**src/rtl/tanh_pwl_pipe.sv**
```systemverilog
// Three-stage pipelined piecewise-linear tanh in signed fixed point, with
// valid/ready flow control and a saturating count of saturated outputs.
module tanh_pwl_pipe #(
    parameter int WIDTH      = 8,
    parameter int FRAC       = 5,
    parameter int APPROX_LSB = 2
) (
    input  logic             clk,
    input  logic             rst_n,
    input  logic             in_valid,
    output logic             in_ready,
    input  logic [WIDTH-1:0] in_data,
    input  logic             in_mode,
    output logic             out_valid,
    input  logic             out_ready,
    output logic [WIDTH-1:0] out_data,
    input  logic             clr_cnt,
    output logic [15:0]      sat_count
);

    localparam logic [WIDTH-1:0] ONE   = WIDTH'(1) << FRAC;
    localparam logic [WIDTH-1:0] HALF  = ONE >> 1;
    localparam logic [WIDTH-1:0] QUART = ONE >> 2;
    localparam logic [WIDTH-1:0] TWO   = ONE << 1;
    localparam logic [WIDTH-1:0] APPROX_MASK = ~((WIDTH'(1) << APPROX_LSB) - WIDTH'(1));

    logic             w_stall;
    logic             w_adv;
    logic             w_neg;
    logic [WIDTH-1:0] w_mag;
    logic [1:0]       w_seg;
    logic [WIDTH-1:0] w_y_raw;
    logic [WIDTH-1:0] w_y;

    logic             r_s1_valid;
    logic             r_s1_neg;
    logic [WIDTH-1:0] r_s1_mag;
    logic [1:0]       r_s1_seg;
    logic             r_s1_mode;

    logic             r_s2_valid;
    logic             r_s2_neg;
    logic [WIDTH-1:0] r_s2_y;
    logic             r_s2_sat;

    logic             r_out_valid;
    logic [WIDTH-1:0] r_out_data;
    logic             r_s3_sat;
    logic [15:0]      r_sat_count;

    assign w_stall   = r_out_valid & ~out_ready;
    assign w_adv     = ~w_stall;
    assign in_ready  = w_adv;
    assign out_valid = r_out_valid;
    assign out_data  = r_out_data;
    assign sat_count = r_sat_count;

    // Unsigned magnitude: the most negative input maps to 2^(WIDTH-1), which
    // always lands in the saturated segment because FRAC <= WIDTH-3.
    assign w_neg = in_data[WIDTH-1];
    assign w_mag = w_neg ? (~in_data + WIDTH'(1)) : in_data;

    always_comb begin
        w_seg = 2'd3;
        if (w_mag < HALF)
            w_seg = 2'd0;
        else if (w_mag < ONE)
            w_seg = 2'd1;
        else if (w_mag < TWO)
            w_seg = 2'd2;
    end

    always_comb begin
        w_y_raw = ONE - WIDTH'(1);
        case (r_s1_seg)
            2'd0:    w_y_raw = r_s1_mag;
            2'd1:    w_y_raw = (r_s1_mag >> 1) + QUART;
            2'd2:    w_y_raw = (r_s1_mag >> 2) + HALF;
            default: w_y_raw = ONE - WIDTH'(1);
        endcase
        w_y = r_s1_mode ? (w_y_raw & APPROX_MASK) : w_y_raw;
    end

    always_ff @(posedge clk or negedge rst_n) begin
        if (!rst_n) begin
            r_s1_valid <= 1'b0;
            r_s1_neg   <= 1'b0;
            r_s1_mag   <= '0;
            r_s1_seg   <= 2'd0;
            r_s1_mode  <= 1'b0;
        end else if (w_adv) begin
            r_s1_valid <= in_valid;
            r_s1_neg   <= w_neg;
            r_s1_mag   <= w_mag;
            r_s1_seg   <= w_seg;
            r_s1_mode  <= in_mode;
        end
    end

    always_ff @(posedge clk or negedge rst_n) begin
        if (!rst_n) begin
            r_s2_valid <= 1'b0;
            r_s2_neg   <= 1'b0;
            r_s2_y     <= '0;
            r_s2_sat   <= 1'b0;
        end else if (w_adv) begin
            r_s2_valid <= r_s1_valid;
            r_s2_neg   <= r_s1_neg;
            r_s2_y     <= w_y;
            r_s2_sat   <= (r_s1_seg == 2'd3);
        end
    end

    always_ff @(posedge clk or negedge rst_n) begin
        if (!rst_n) begin
            r_out_valid <= 1'b0;
            r_out_data  <= '0;
            r_s3_sat    <= 1'b0;
        end else if (w_adv) begin
            r_out_valid <= r_s2_valid;
            r_out_data  <= r_s2_neg ? (-r_s2_y) : r_s2_y;
            r_s3_sat    <= r_s2_sat;
        end
    end

    // Clear wins over a same-cycle increment; the count sticks at all-ones.
    always_ff @(posedge clk or negedge rst_n) begin
        if (!rst_n)
            r_sat_count <= 16'd0;
        else if (clr_cnt)
            r_sat_count <= 16'd0;
        else if (r_out_valid && out_ready && r_s3_sat && (r_sat_count != 16'hFFFF))
            r_sat_count <= r_sat_count + 16'd1;
    end

endmodule

```
**config.mk**
```make
export PLATFORM = sky130hd
export DESIGN_NAME = tanh_pwl_pipe
export DESIGN_NICKNAME = d
export VERILOG_FILES = /design/src/rtl/tanh_pwl_pipe.sv
export SDC_FILE = /design/constraint.sdc
export NUM_CORES = 1
export LEC_CHECK = 0
export CORE_MARGIN = 1.5
export CORE_UTILIZATION = 30
export DETAILED_ROUTE_END_ITERATION = 10
export DONT_BUFFER_PORTS = 1
export GPL_TIMING_DRIVEN = 0
export PLACE_DENSITY = 0.46
export SKIP_CTS_REPAIR_TIMING = 1
export SYNTH_ARGS = -nofsm -noshare
export SYNTH_HDL_FRONTEND = slang
export SYNTH_SLANG_ARGS = --single-unit
```
**constraint.sdc**
```tcl
create_clock -name clk -period 3.9 [get_ports clk]
set_clock_uncertainty 0.2 [all_clocks]
set_input_delay 0.78 -clock clk [delete_from_list [all_inputs] [get_ports clk]]
set_output_delay 0.78 -clock clk [all_outputs]
set_load 0.02 [all_outputs]
```
==> flow_metrics.env <==
export IMPL_syn2layout_area_growth_pct=9.31
export IMPL_numCtsBuffers=5
export IMPL_met2WireLength_um=2880
export IMPL_cp_startpoint="out_valid"
export IMPL_vias=2165
export IMPL_intPower_mw=0.932
export IMPL_yosysTopAreaCell="dfrtp_1"
export IMPL_worst_slack_ns=0.850
export IMPL_worst_ep_arrival_time_ns=2.07
export IMPL_gp_congestion=0.725
export IMPL_dp_slack_ns=1.01
export IMPL_drive_above_1_share=0.0656
export IMPL_cts_sinks=50
export IMPL_required_ns=2.92
export IMPL_grt_use_total=0.139
export IMPL_routed_top_layer="met4"
export IMPL_ys_warnings_count=0
export IMPL_die_x_um=97.4
export IMPL_power_frac_comb=0.269
export IMPL_rows=34
export IMPL_synth_mux_area_frac=0.0402
export IMPL_synth_simple_gate_area_frac=0.212
export IMPL_final_util=0.337
export IMPL_path_max_fanout=10
export IMPL_core_area_mm2=0.00868
export IMPL_netlist_area_mm2=0.00267
export IMPL_worstMarginPinSlew_ns=0.773
export IMPL_dr_pass1_iters=4
export IMPL_yosysSeqAreaShare=0.468
export IMPL_clk_pin_slew_ns=0.10
export IMPL_dpl_cell_area_mm2=0.00281
export IMPL_grt_setup_unrepaired="false"
export IMPL_cts_htree_levels=2
export IMPL_wirelength_um=6460
export IMPL_io_pins=40
export IMPL_r2r_start="sat_count[1]"
export IMPL_hold_ws_ns=0.121
export IMPL_synth_compound_area_frac=0.175
export IMPL_dp_cells=404
export IMPL_synthTopCellsByArea="dfrtp_1, nand2_1, o21ai_0, a21oi_1, o31ai_1"
export IMPL_fmax_ghz=0.328
export IMPL_maxSlewHeadroom=0.485
export IMPL_setup_viol=0
export IMPL_die_y_um=97.4
export IMPL_met3RoutedLength_um=242
export IMPL_syn_area_per_cell_um2=9.03
export IMPL_synth_distinct_cells=39
export IMPL_routedWlPerCell_um=15.6
export IMPL_yosysMostFrequentCell="dfrtp_1"
export IMPL_maxSlewViolCount=0
export IMPL_grt_max_degree=51
export IMPL_postRouteAntennaNets=0
export IMPL_wirelength_met1_um=3270
export IMPL_synthXorXnorAreaFrac=0.0426
export IMPL_path_class="flip-flop to output port"
export IMPL_reg2reg_depth=6
export IMPL_ys_seq_elements=50
export IMPL_die_area_mm2=0.00949
export IMPL_clk_latency_ns=0.30
export IMPL_synth_fa_ha_area_frac=0.0234
export IMPL_post_route_min_period_ns=3.05
export IMPL_max_cap_violations=0
export IMPL_cp_end_kind="output port"
export IMPL_tritoncts="built"
export IMPL_clockPowerShare=0.204
export IMPL_grt_pass1_vias=2102
export IMPL_holdCritPathClass="input pin to async pin"
export IMPL_cts_buffer_depth=2
export IMPL_status="finished, final reports clean"
export IMPL_io_buffers=0
export IMPL_timing_final_crit_share=0.782
export IMPL_switching_share=0.386
export IMPL_async_reset_ff_frac=1.00
export IMPL_yosys_top_cells_count="dfrtp_1, nand2_1, o21ai_0"
export IMPL_synth_main_ff_cell="dfrtp_1"
export IMPL_antenna_found_initial=0
export IMPL_pwr_share_seq=0.527
export IMPL_drc_errors=0
export IMPL_hpwl_um=4590
export IMPL_peakVddDrop_uv=164
export IMPL_synth_edf_count=0
export IMPL_grt_pass1_wl_um=11000
export IMPL_nets=323
export IMPL_power_density_mw_per_mm2=519
export IMPL_finalSetupTns_ns=0
export IMPL_viasPerCell=5.24
export IMPL_synth_top_family_by_area="simple AND/OR/NAND/NOR gates"
export IMPL_p_leak_nw=1.17
export IMPL_synth_top_area_share=0.468
export IMPL_design_area_mm2=0.00292
export IMPL_detail_route_iter0_violations=124
export IMPL_startpoint_type="flip-flop"
export IMPL_start_util=0.308
export IMPL_grt_ovfl_total=0
export IMPL_synth_fp_nets=315
export IMPL_power_mw=1.52
export IMPL_p_sw_mw=0.586
export IMPL_finalHoldViolCount=0
export IMPL_clk_root_buffer_cell="clkbuf_8"
export IMPL_synth_cells=296
export IMPL_insertedDiodeCount=0
export IMPL_finalNonFillerCells=413
-- cells in the final DEF, fill, tap and decap left out, types with 3 or more instances in the layout --
cell type	count
dfrtp_1	50
nand2_1	45
o21ai_0	27
a21oi_1	19
nor2_1	18
clkbuf_1	16
o31ai_1	10
inv_1	9
nand3_1	9
xor2_1	8
or3_1	7
or4_1	7
nor2b_1	6
mux2_2	6
xnor2_1	5
nand4_1	5
ha_1	5
clkbuf_8	5
mux2i_1	4
o21a_1	4
nor3_1	3
or2_2	3
o211ai_1	3
o41ai_1	3
nor4_1	3
-- state kept, by name, summed over array words and instances, names as in the netlist --
name        flops
r_s1_mag        8
r_s3_sat        1
r_s2_sat        1
r_s1_neg        1
r_s1_mode       1
r_s2_neg        1
r_s1_seg        2
r_s2_valid      1
out_valid       1
sat_count      16
r_s1_valid      1
r_s2_y          8
out_data        8
-- worst max-delay path: stages (launching register included) --
cell	delay, ns
dfrtp_1	0.49
nor2b_1	0.18
clkbuf_1	0.20
inv_1	0.26
buf_1	0.63
-- routing by layer --
| metal | GRT usage | up-vias |
|---|---|---|
| met5 | 0 | - |
| met4 | 0.0363 | 0 |
| met3 | 0.0266 | 5 |
| met2 | 0.212 | 43 |
| met1 | 0.203 | 1043 |
| li1 | - | 1074 |
-- worst paths after layout --
check                          endpoint  slack (ns)
min                          r_s2_valid        0.12
min reg2reg                  r_s2_valid        0.26
max reg2reg                sat_count[2]        1.49
max in group asynchronous   out_data[0]        3.15
max                            in_ready        0.85
min in group clk             r_s2_valid        0.26
-- power groups by stage --
stage | Combinational (mW) | Clock, mW | Sequential [mW]
detailed placement | 0.400 | 0 | 0.814
CTS | 0.402 | 0.327 | 0.803
floorplan | 0.313 | 0 | 0.786
global route | 0.475 | 0.344 | 0.824
finish | 0.408 | 0.310 | 0.800
global placement | 0.393 | 0 | 0.812
-- logic make-up (layout without fill, tap and decap cells) --
kind of cell             after synthesis  after routing
flip-flops                            50             50
buffers and inverters                 27             36
AO/OA/AOI/OAI                         76             76
multiplexers                          10             10
XOR/XNOR                              13             13
AND/OR/NAND/NOR                      115            115
adder cells (fa/ha/maj)                5              5
-- layout make-up --
cell class | instances | area, µm²
fill | 931 | 5760
clock buffer | 6 | 72.6
inverter | 9 | 33.8
sequential | 50 | 1250
multi-input combinational | 219 | 1320
timing repair buffer | 1 | 27.5
tap | 108 | 135
buffer | 18 | 70.1
clock inverter | 2 | 13.8
(Power assumes the default switching activity.)
